## src/rtl/program_loader.sv

```systemverilog
// -----------------------------------------------------------------------------
// program_loader
//
// Boot-time loader in front of the processor's program memory. A framed byte
// stream (16-bit word count N, 4N data bytes, 1 XOR checksum byte) arrives over
// a valid/ready handshake. The loader assembles big-endian 32-bit words and
// writes them sequentially starting at BASE_ADDRESS. The core is held in reset
// until a complete frame with a matching checksum has been written.
//
// Ports:
//   clk             rising-edge clock
//   reset           asynchronous, active-low reset
//   start_i         begin a load (honoured in IDLE, DONE and ERROR only)
//   rx_data_i       stream byte
//   rx_valid_i      rx_data_i is valid
//   rx_ready_o      loader accepts a byte this cycle
//   mem_write_o     one-cycle program memory write strobe
//   mem_address_o   byte address of the word being written
//   mem_data_o      word being written
//   core_reset_n_o  active-low core reset, released only in DONE
//   busy_o          load in progress
//   done_o          load completed with a good checksum
//   error_o         bad length or bad checksum
//   words_loaded_o  words written in the current load
// -----------------------------------------------------------------------------
module program_loader #(
    parameter int          MEMORY_DEPTH = 32,
    parameter logic [31:0] BASE_ADDRESS = 32'h0000_0000
) (
    input  logic        clk,
    input  logic        reset,
    input  logic        start_i,
    input  logic [7:0]  rx_data_i,
    input  logic        rx_valid_i,
    output logic        rx_ready_o,
    output logic        mem_write_o,
    output logic [31:0] mem_address_o,
    output logic [31:0] mem_data_o,
    output logic        core_reset_n_o,
    output logic        busy_o,
    output logic        done_o,
    output logic        error_o,
    output logic [15:0] words_loaded_o
);

    localparam logic [2:0] ST_IDLE   = 3'd0;
    localparam logic [2:0] ST_LEN_HI = 3'd1;
    localparam logic [2:0] ST_LEN_LO = 3'd2;
    localparam logic [2:0] ST_DATA   = 3'd3;
    localparam logic [2:0] ST_WRITE  = 3'd4;
    localparam logic [2:0] ST_CSUM   = 3'd5;
    localparam logic [2:0] ST_DONE   = 3'd6;
    localparam logic [2:0] ST_ERROR  = 3'd7;

    localparam logic [15:0] MAX_WORDS = 16'(MEMORY_DEPTH);

    logic [2:0]  r_state;
    logic [15:0] r_len;
    logic [15:0] r_words;
    logic [31:0] r_word;
    logic [31:0] r_addr;
    logic [7:0]  r_csum;
    logic [1:0]  r_byte_idx;

    logic        w_xfer;
    logic [15:0] w_len_full;
    logic [15:0] w_words_next;

    // Every output is a decode of registered state or a register itself, so
    // neither start_i nor rx_valid_i can reach an output combinationally.
    assign rx_ready_o     = (r_state == ST_LEN_HI) || (r_state == ST_LEN_LO) ||
                            (r_state == ST_DATA)   || (r_state == ST_CSUM);
    assign busy_o         = rx_ready_o || (r_state == ST_WRITE);
    assign mem_write_o    = (r_state == ST_WRITE);
    assign done_o         = (r_state == ST_DONE);
    assign error_o        = (r_state == ST_ERROR);
    assign core_reset_n_o = (r_state == ST_DONE);
    assign mem_address_o  = r_addr;
    assign mem_data_o     = r_word;
    assign words_loaded_o = r_words;

    assign w_xfer       = rx_valid_i && rx_ready_o;
    // Full length as it will be once the LSB byte on the bus is latched.
    assign w_len_full   = {r_len[15:8], rx_data_i};
    assign w_words_next = r_words + 16'd1;

    // NOTE: all state uses non-blocking assignments so every register samples
    // pre-edge values; blocking here would let later statements see new values.
    always_ff @(posedge clk or negedge reset) begin
        if (!reset) begin
            r_state    <= ST_IDLE;
            r_len      <= '0;
            r_words    <= '0;
            r_word     <= '0;
            r_addr     <= BASE_ADDRESS;
            r_csum     <= '0;
            r_byte_idx <= '0;
        end else begin
            case (r_state)
                ST_IDLE, ST_DONE, ST_ERROR: begin
                    if (start_i) begin
                        r_state    <= ST_LEN_HI;
                        r_words    <= '0;
                        r_csum     <= '0;
                        r_byte_idx <= '0;
                        r_addr     <= BASE_ADDRESS;
                    end
                end
                ST_LEN_HI: begin
                    if (w_xfer) begin
                        r_len[15:8] <= rx_data_i;
                        r_state     <= ST_LEN_LO;
                    end
                end
                ST_LEN_LO: begin
                    if (w_xfer) begin
                        r_len[7:0] <= rx_data_i;
                        if ((w_len_full == 16'd0) || (w_len_full > MAX_WORDS)) begin
                            r_state <= ST_ERROR;
                        end else begin
                            r_state <= ST_DATA;
                        end
                    end
                end
                ST_DATA: begin
                    if (w_xfer) begin
                        // Shift left so the first byte of a word ends in [31:24].
                        r_word     <= {r_word[23:0], rx_data_i};
                        r_csum     <= r_csum ^ rx_data_i;
                        r_byte_idx <= r_byte_idx + 2'd1;
                        if (r_byte_idx == 2'd3) begin
                            r_state <= ST_WRITE;
                        end
                    end
                end
                ST_WRITE: begin
                    // Strobe is visible this cycle with the current address;
                    // address and count advance for the next word.
                    r_words <= w_words_next;
                    r_addr  <= r_addr + 32'd4;
                    r_state <= (w_words_next == r_len) ? ST_CSUM : ST_DATA;
                end
                ST_CSUM: begin
                    if (w_xfer) begin
                        r_state <= (rx_data_i == r_csum) ? ST_DONE : ST_ERROR;
                    end
                end
                default: r_state <= ST_IDLE;
            endcase
        end
    end

endmodule

```

## config.mk

```make
export PLATFORM = sky130hd
export DESIGN_NAME = program_loader
export DESIGN_NICKNAME = d
export VERILOG_FILES = /design/src/rtl/program_loader.sv
export SDC_FILE = /design/constraint.sdc
export NUM_CORES = 1
export LEC_CHECK = 0
export CORE_MARGIN = 3
export CORE_UTILIZATION = 65
export DETAILED_ROUTE_END_ITERATION = 7
export DONT_BUFFER_PORTS = 1
export PLACE_DENSITY_LB_ADDON = 0.1
export SETUP_SLACK_MARGIN = 0.05
export SLEW_MARGIN = 20
export SYNTH_ARGS = -nofsm -noshare
export SYNTH_HDL_FRONTEND = slang
export SYNTH_SLANG_ARGS = --single-unit
```

## constraint.sdc

```tcl
create_clock -name clk -period 4.15 [get_ports clk]
set_input_delay 0.415 -clock clk [delete_from_list [all_inputs] [get_ports clk]]
set_output_delay 0.415 -clock clk [all_outputs]
set_load 0.02 [all_outputs]
```

==> metrics.txt, run 1 <==
# TYPE chip_impl_metric gauge
chip_impl_info{name="timing.rr.start",value="words_loaded_o[0]"} 1
chip_impl_metric{name="totalWireLength",unit="mm"} 13.4
chip_impl_info{name="run_status",value="finished clean"} 1
chip_impl_metric{name="cts_post_setup_buffers_inserted",unit=""} 0
chip_impl_info{name="critPathKind",value="flip-flop to flip-flop"} 1
chip_impl_metric{name="final_antenna_net_count",unit=""} 0
chip_impl_info{name="tritoncts_clock_tree",value="yes"} 1
chip_impl_metric{name="num-fill-cells",unit=""} 585
chip_impl_metric{name="dieArea",unit="mm²"} 0.00964
chip_impl_metric{name="total_number_of_vias",unit=""} 4546
chip_impl_metric{name="finalSetupTns",unit="ps"} 0
chip_impl_metric{name="gpl.final_weighted_congestion",unit=""} 0.953
chip_impl_metric{name="synth_seq_area_share",unit="%"} 48.5
chip_impl_metric{name="slew_headroom",unit="%"} 38.2
chip_impl_metric{name="cellLeakagePower",unit="nW"} 2.58
chip_impl_metric{name="syn_area",unit="mm²"} 0.00552
chip_impl_metric{name="max-cap-violations",unit=""} 0
chip_impl_metric{name="synth_seq_cells",unit=""} 107
chip_impl_info{name="grt_setup_unrepaired",value="no"} 1
chip_impl_info{name="yosys-top-cells-area",value="sky130_fd_sc_hd__dfrtp_1 48%, sky130_fd_sc_hd__nand2_1 10%, sky130_fd_sc_hd__o21ai_0 6.3%"} 1
chip_impl_info{name="worst_path_most_repeated_cell",value="sky130_fd_sc_hd__nand4_1"} 1
chip_impl_info{name="crit_path_cell_trace",value="ha_1 -> nand4_1 -> nor4_2 -> xnor2_1 -> nand4_1 -> nor4_1 -> o21ai_0"} 1
chip_impl_metric{name="part_of_the_cycle_the_worst_path_needs",unit="%"} 64.6
chip_impl_metric{name="required",unit="ps"} 4390
chip_impl_metric{name="wl_per_cell",unit="µm"} 19.1
chip_impl_metric{name="p_per_area",unit="mW/mm²"} 619
chip_impl_metric{name="fp.coreArea",unit="mm²"} 0.00797
chip_impl_metric{name="vdd_drop_max",unit="mV"} 0.370
chip_impl_metric{name="achievable-frequency",unit="GHz"} 0.373
chip_impl_metric{name="die_h",unit="µm"} 98.2
chip_impl_metric{name="layout_min_cycle_time",unit="ps"} 2680
chip_impl_metric{name="critical_path.max_stage_delay",unit="ps"} 620
chip_impl_info{name="synth_top_cell_by_area",value="sky130_fd_sc_hd__dfrtp_1"} 1
chip_impl_metric{name="synth_warnings",unit=""} 0
chip_impl_metric{name="first_global_vias",unit=""} 4356
chip_impl_metric{name="post_cts_resized",unit=""} 0
chip_impl_metric{name="buffer_levels_on_the_longest_clock_path",unit=""} 2
chip_impl_metric{name="initial_utilization",unit="%"} 69.3
chip_impl_metric{name="netlist_instances",unit=""} 612
chip_impl_metric{name="num-nets-final",unit=""} 610
chip_impl_metric{name="final.hold.worst_slack",unit="ps"} 167
chip_impl_metric{name="layout_setup_ws",unit="ps"} 1470
chip_impl_metric{name="synthDominantCellAreaShare",unit="%"} 48.5
chip_impl_info{name="timing.critical_path.from_type",value="flip-flop"} 1
chip_impl_info{name="final_common_cell",value="sky130_fd_sc_hd__nand2_1"} 1
chip_impl_metric{name="clock_sinks",unit=""} 107
chip_impl_metric{name="dp.final_hpwl",unit="mm"} 9.30
chip_impl_metric{name="place_worst_setup_slack",unit="ps"} 1520
chip_impl_metric{name="drt_first_iter_violations",unit=""} 254
chip_impl_metric{name="critical_path_peak_fanout",unit=""} 7
chip_impl_metric{name="grt_start_max_net_pins",unit=""} 108
chip_impl_metric{name="layout_cells_sized_above_1",unit="%"} 9.00
chip_impl_info{name="most-common-layout-cells",value="150 x sky130_fd_sc_hd__nand2_1, 107 x sky130_fd_sc_hd__dfrtp_1, 69 x sky130_fd_sc_hd__o21ai_0"} 1
chip_impl_metric{name="gr-usage-all-layers",unit="%"} 28.3
chip_impl_metric{name="portBuffers",unit=""} 0
chip_impl_metric{name="multi_input_area",unit="mm²"} 0.00265
chip_impl_info{name="critical_path.endpoint_type",value="flip-flop"} 1
chip_impl_metric{name="n_antenna_cell",unit=""} 0
chip_impl_metric{name="synthArstFlopShare",unit="%"} 100
chip_impl_metric{name="grt_first_pass_wirelength",unit="mm"} 22.4
chip_impl_info{name="postSynth.topFlopCell",value="sky130_fd_sc_hd__dfrtp_1"} 1
chip_impl_metric{name="syn2layout_area_growth",unit="%"} 4.37
chip_impl_metric{name="finalSetupViolations",unit=""} 0
chip_impl_metric{name="layout.area.seq",unit="mm²"} 0.00268
chip_impl_metric{name="synth.lib_cells_used.distinct",unit=""} 57
chip_impl_info{name="clock-root-buffer",value="sky130_fd_sc_hd__clkbuf_8"} 1
chip_impl_metric{name="clock_insertion_delay_worst_skew",unit="ps"} 370
chip_impl_metric{name="htree_levels",unit=""} 3
chip_impl_metric{name="finalHoldViolCount",unit=""} 0
chip_impl_metric{name="io_pins",unit=""} 98
chip_impl_metric{name="number_of_enable_flip_flop_cells_after_synthesis",unit=""} 0
chip_impl_info{name="worst_hold_startpoint",value="rx_data_i[4]"} 1
chip_impl_metric{name="firstDrtPassIters",unit=""} 5
chip_impl_info{name="worstSetupStartpoint",value="words_loaded_o[0]"} 1
chip_impl_metric{name="gr-total-overflow",unit=""} 0
chip_impl_metric{name="worst-slew-pin-transition",unit="ps"} 919
chip_impl_metric{name="core.rowCount",unit=""} 32
chip_impl_info{name="crit_slowest_cell",value="sky130_fd_sc_hd__dfrtp_1"} 1
chip_impl_metric{name="cts_made_buffers",unit=""} 9
chip_impl_info{name="worst_hold_path_type",value="input pin to flip-flop"} 1
chip_impl_metric{name="timing.final.max_slew_violations",unit=""} 0
chip_impl_metric{name="path_clk_slew",unit="ps"} 110
chip_impl_metric{name="syn-mean-instance-area",unit="µm²"} 9.02
chip_impl_metric{name="via_per_inst",unit=""} 6.48
chip_impl_metric{name="die_width",unit="µm"} 98.2
chip_impl_metric{name="worst_clock_skew",unit="ps"} 10.7
chip_impl_metric{name="timing.critical_path.arrival",unit="ps"} 2920
chip_impl_metric{name="final_routed_drc_violation_total",unit=""} 0
chip_impl_metric{name="grt_antenna_before_repair",unit=""} 0
[Yosys cell counts, types with 2 or more instances]
cell                       instances
sky130_fd_sc_hd__a31oi_1          10
sky130_fd_sc_hd__ha_1              3
sky130_fd_sc_hd__o211ai_1          5
sky130_fd_sc_hd__xor2_1           11
sky130_fd_sc_hd__nand4_1          13
sky130_fd_sc_hd__buf_4             4
sky130_fd_sc_hd__xnor2_1          17
sky130_fd_sc_hd__clkbuf_1         17
sky130_fd_sc_hd__o22ai_1           3
sky130_fd_sc_hd__and4_1            2
sky130_fd_sc_hd__nor4_2            2
sky130_fd_sc_hd__mux2_2           15
sky130_fd_sc_hd__and2_1            5
sky130_fd_sc_hd__or4_1             2
sky130_fd_sc_hd__nor3_1           11
sky130_fd_sc_hd__or3_4             2
sky130_fd_sc_hd__nor2b_1           3
sky130_fd_sc_hd__mux2i_1           4
sky130_fd_sc_hd__nand3_1          32
sky130_fd_sc_hd__and4_4            2
sky130_fd_sc_hd__inv_1            10
sky130_fd_sc_hd__buf_2             9
sky130_fd_sc_hd__o31ai_1          14
sky130_fd_sc_hd__or3_1             2
sky130_fd_sc_hd__buf_1             3
sky130_fd_sc_hd__nand2_1         150
sky130_fd_sc_hd__nor2_1           24
sky130_fd_sc_hd__nor3b_1           3
sky130_fd_sc_hd__clkbuf_2          2
sky130_fd_sc_hd__o21ai_0          70
sky130_fd_sc_hd__and3_1           11
sky130_fd_sc_hd__a21oi_1          11
sky130_fd_sc_hd__nor4_1            9
sky130_fd_sc_hd__nand4_4           2
sky130_fd_sc_hd__dfrtp_1         107
[worst max-delay path, delay by kind of cell, from the launching register on]
family          cells  cell delay [ps]
flops               1              620
xor+xnor            1              170
fa+ha+maj           1              360
compound gates      1              160
simple gates        4             1250
[where the power goes]
group	switching [mW]	internal (mW)
Sequential	0.563	1.32
Combinational	0.621	0.428
Clock	0.394	0.239
[registers in the layout, indices dropped and copies added (netlist names)]
register and flops:
r_state 3, r_byte_idx 2, r_csum 8, words_loaded_o 16, r_len 16, mem_address_o 30
mem_data_o 32
[layer usage]
metal  up-vias  track usage, %  share of wire, %  wire length [µm]
met5         -               0                 0                 0
met4         0            8.40               1.8               240
met3        23            7.86               9.1              1220
met2       216            44.1                47              6360
met1      2188            39.0                42              5580
li1       2119               -                 -                 -
[worst paths after layout]
check	to	slack, ps	cells after the start
setup / recovery	r_state[1]	1470	7
hold / removal	mem_data_o[4]	170	2
setup reg to reg	r_state[1]	1470	7
hold reg to reg	r_csum[0]	510	1
max in group asynchronous	words_loaded_o[6]	3090	2
min in group asynchronous	mem_data_o[2]	650	2
[repair_timing]
item | 4_1_cts | 5_1_grt
setup endpoints to repair | 0 | 0
endpoints found under the hold margin | 107 | 0
hold buffers | 2 | 0
[stage by stage]
stage | utilization [%] | total power [mW] | instances | area (µm²)
finish | 72.3 | 3.57 | 702 | 5760
global placement | 69.3 | 2.88 | 684 | 5520
floorplan | - | 2.62 | 613 | 5530
global route | 72.3 | 3.80 | 702 | 5760
CTS | 72.3 | 3.58 | 702 | 5760
detailed placement | 69.3 | 2.92 | 684 | 5520
[cells by family after synthesis]
family	count (synthesis)	share of synthesized area, %
AO/OA/AOI/OAI	126	13.6
XOR/XNOR	29	4.85
adder cells (fa/ha/maj)	3	0.680
buffers and inverters	45	3.58
flip-flops	107	48.5
multiplexers	19	3.78
other	1	0.0679
AND/OR/NAND/NOR	282	24.9
[layout make-up]
class                      instances  area share, %
inverter                          10          0.651
tap                              102           2.21
sequential                       107           46.5
timing repair buffer               6           1.17
clock inverter                     7           1.35
multi-input combinational        461           46.0
clock buffer                       9           2.15
(Power assumes the default switching activity.)
==> inputs of run 2 (changes only) <==
--- a/config.mk
+++ b/config.mk
@@ -6,7 +6,7 @@
 export NUM_CORES = 1
 export LEC_CHECK = 0
 export CORE_MARGIN = 3
-export CORE_UTILIZATION = 65
+export CORE_UTILIZATION = 64
 export DETAILED_ROUTE_END_ITERATION = 7
 export DONT_BUFFER_PORTS = 1
 export PLACE_DENSITY_LB_ADDON = 0.1
==> constraint.sdc (replaced) <==
create_clock -name clk -period 2.6 [get_ports clk]
set_input_delay 0.26 -clock clk [delete_from_list [all_inputs] [get_ports clk]]
set_output_delay 0.26 -clock clk [all_outputs]
set_load 0.02 [all_outputs]
==> metrics.txt, run 2 (synthesis results as in run 1) <==
# TYPE chip_impl_metric gauge
chip_impl_metric{name="totalWireLength",unit="mm"} 14.0
chip_impl_metric{name="worst_clock_skew",unit="ps"} 16.1
chip_impl_metric{name="die_h",unit="µm"} 98.9
chip_impl_info{name="crit_path_cell_trace",value="buf_4 -> and3_1 -> nand3_1 -> a2111oi_1 -> nand4_1 -> nor4_2 -> buf_4 -> o21ai_0"} 1
chip_impl_metric{name="switching_power",unit="mW"} 2.52
chip_impl_metric{name="place_worst_setup_slack",unit="ps"} 166
chip_impl_metric{name="finalInstanceArea",unit="mm²"} 0.00601
chip_impl_info{name="tritoncts_clock_tree",value="yes"} 1
chip_impl_info{name="run_status",value="finished, violations left"} 1
chip_impl_metric{name="path_clk_slew",unit="ps"} 120
chip_impl_info{name="r2r_end",value="r_state[1]"} 1
chip_impl_metric{name="largest_reg_flops",unit=""} 32
chip_impl_metric{name="worst-path-buf-inv",unit=""} 2
chip_impl_metric{name="final_routed_drc_violation_total",unit=""} 0
chip_impl_metric{name="initial_utilization",unit="%"} 66.5
chip_impl_metric{name="layout_setup_ws",unit="ps"} 227
chip_impl_info{name="timing.rr.start",value="words_loaded_o[0]"} 1
chip_impl_metric{name="die_width",unit="µm"} 98.9
chip_impl_metric{name="wl_per_cell",unit="µm"} 19.0
chip_impl_metric{name="firstDrtPassIters",unit=""} 4
chip_impl_metric{name="vdd_drop_max",unit="mV"} 0.534
chip_impl_metric{name="layout_min_cycle_time",unit="ps"} 2370
chip_impl_metric{name="clock_sinks",unit=""} 107
chip_impl_info{name="crit_slowest_cell",value="sky130_fd_sc_hd__a2111oi_1"} 1
chip_impl_metric{name="final.hold.worst_slack",unit="ps"} -444
chip_impl_metric{name="grt_first_pass_wirelength",unit="mm"} 23.2
chip_impl_metric{name="internal-power",unit="mW"} 3.37
chip_impl_metric{name="htree_levels",unit=""} 3
chip_impl_metric{name="layout_cells_sized_above_1",unit="%"} 13.0
chip_impl_info{name="failing_checks",value="hold timing"} 1
chip_impl_metric{name="dieArea",unit="mm²"} 0.00978
chip_impl_metric{name="gr-usage-all-layers",unit="%"} 29.5
chip_impl_metric{name="required",unit="ps"} 2860
chip_impl_metric{name="dp_cells",unit=""} 716
chip_impl_info{name="grt_setup_unrepaired",value="no"} 1
chip_impl_metric{name="finalHoldViolCount",unit=""} 107
chip_impl_metric{name="first_global_vias",unit=""} 4560
chip_impl_info{name="clock-root-buffer",value="sky130_fd_sc_hd__clkbuf_8"} 1
chip_impl_metric{name="part_of_the_cycle_the_worst_path_needs",unit="%"} 91.3
chip_impl_metric{name="finalSetupViolations",unit=""} 0
chip_impl_info{name="final_common_cell",value="sky130_fd_sc_hd__nand2_1"} 1
chip_impl_metric{name="slew_headroom",unit="%"} 51.7
chip_impl_metric{name="critical_path.max_stage_delay",unit="ps"} 470
chip_impl_metric{name="place_area",unit="mm²"} 0.00576
chip_impl_metric{name="num-nets-final",unit=""} 640
chip_impl_metric{name="critical_path_peak_fanout",unit=""} 6
chip_impl_info{name="critPathKind",value="flip-flop to flip-flop"} 1
chip_impl_metric{name="grt_start_max_net_pins",unit=""} 108
chip_impl_metric{name="finalSetupTns",unit="ps"} 0
chip_impl_metric{name="gpl.final_weighted_congestion",unit=""} 0.898
chip_impl_metric{name="timing.final.max_slew_violations",unit=""} 0
chip_impl_metric{name="p_per_area",unit="mW/mm²"} 980
chip_impl_metric{name="drt_first_iter_violations",unit=""} 265
chip_impl_info{name="worst_hold_path_type",value="input pin to async pin"} 1
chip_impl_metric{name="total_number_of_vias",unit=""} 4708
chip_impl_metric{name="syn2layout_area_growth",unit="%"} 8.86
chip_impl_metric{name="buffer_levels_on_the_longest_clock_path",unit=""} 2
chip_impl_metric{name="worst-slew-pin-transition",unit="ps"} 722
chip_impl_info{name="family_of_cells_with_the_greatest_summed_delay_on_the_critical_path",value="simple AND/OR/NAND/NOR gates"} 1
chip_impl_info{name="timing.critical_path.from_type",value="flip-flop"} 1
chip_impl_metric{name="final_cells",unit=""} 735
chip_impl_metric{name="cts_post_setup_buffers_inserted",unit=""} 0
chip_impl_metric{name="via_per_inst",unit=""} 6.41
chip_impl_metric{name="seqPwrFrac",unit="%"} 49.1
chip_impl_metric{name="final_antenna_net_count",unit=""} 0
chip_impl_metric{name="cellLeakagePower",unit="nW"} 2.74
chip_impl_metric{name="timing.reg2reg.setup_slack",unit="ps"} 230
chip_impl_metric{name="portBuffers",unit=""} 0
chip_impl_metric{name="io_pins",unit=""} 98
chip_impl_metric{name="grt_antenna_before_repair",unit=""} 0
chip_impl_metric{name="max-cap-violations",unit=""} 0
chip_impl_info{name="worst_path_most_repeated_cell",value="sky130_fd_sc_hd__buf_4"} 1
chip_impl_metric{name="finalPower",unit="mW"} 5.89
chip_impl_metric{name="core.rowCount",unit=""} 33
chip_impl_metric{name="fp.coreArea",unit="mm²"} 0.00830
chip_impl_info{name="worstSetupStartpoint",value="words_loaded_o[0]"} 1
chip_impl_metric{name="clock_share_of_power",unit="%"} 18.8
chip_impl_metric{name="switching_share",unit="%"} 42.8
chip_impl_metric{name="cts_made_buffers",unit=""} 9
chip_impl_info{name="critical_path.endpoint_type",value="flip-flop"} 1
chip_impl_metric{name="achievable-frequency",unit="GHz"} 0.421
chip_impl_metric{name="gr-total-overflow",unit=""} 0
chip_impl_metric{name="combinationalPowerShare",unit="%"} 32.1
chip_impl_metric{name="timing.critical_path.arrival",unit="ps"} 2630
chip_impl_metric{name="dp.final_hpwl",unit="mm"} 9.81
chip_impl_metric{name="worstRegToRegCells",unit=""} 8
chip_impl_info{name="most-common-layout-cells",value="150 x sky130_fd_sc_hd__nand2_1, 107 x sky130_fd_sc_hd__dfrtp_1, 69 x sky130_fd_sc_hd__o21ai_0"} 1
chip_impl_metric{name="clock_insertion_delay_worst_skew",unit="ps"} 380
chip_impl_metric{name="n_antenna_cell",unit=""} 0
==> run 2: layout make-up <==
type	count	area (µm²)
Clock buffer	9	124
Clock inverter	7	92.6
Fill cell	641	2290
Inverter	10	37.5
Multi-Input combinational cell	461	2660
Sequential cell	107	2680
Tap cell	105	131
Timing Repair Buffer	36	290
==> run 2: power groups by stage <==
| stage | Sequential [mW] | Combinational, mW | Clock, mW |
|---|---|---|---|
| after floorplan | 2.79 | 1.39 | 0 |
| after global placement | 2.90 | 1.79 | 0 |
| after detailed placement | 2.91 | 1.86 | 0 |
| after CTS | 2.89 | 1.87 | 1.12 |
| after global routing | 2.96 | 2.11 | 1.19 |
| final | 2.89 | 1.89 | 1.11 |
==> run 2: per-stage QoR <==
stage               utilization (%)  hold slack [ps]
floorplan                         -            -35.6
global placement               69.4            -33.2
detailed placement             69.4            -33.4
CTS                            72.2             -454
global route                   72.4             -476
finish                         72.4             -444
==> run 2: repair_timing <==
| action | in CTS | in global routing |
|---|---|---|
| hold buffers | 2 | 1 |
| endpoints found under the hold margin | 109 | 108 |
| gates resized for setup | 0 | 2 |
| setup endpoints to repair | 0 | 2 |
==> run 2: worst max-delay path by stage <==
stage            endpoint  slack [ps]  cells past startpoint
2_1_floorplan  r_state[1]         430                      7
3_3_place_gp   r_state[1]         300                      7
3_5_place_dp   r_state[1]         170                      8
4_1_cts        r_state[1]         170                      8
5_1_grt        r_state[1]         120                      8
6_report       r_state[1]         230                      8
==> run 2: per-layer routing <==
layer	vias to the layer above	wire, µm	GRT usage (%)
li1	2183	-	-
met1	2307	6090	41.1
met2	194	6540	45.8
met3	24	1070	7.01
met4	0	291	9.77
met5	-	0	0
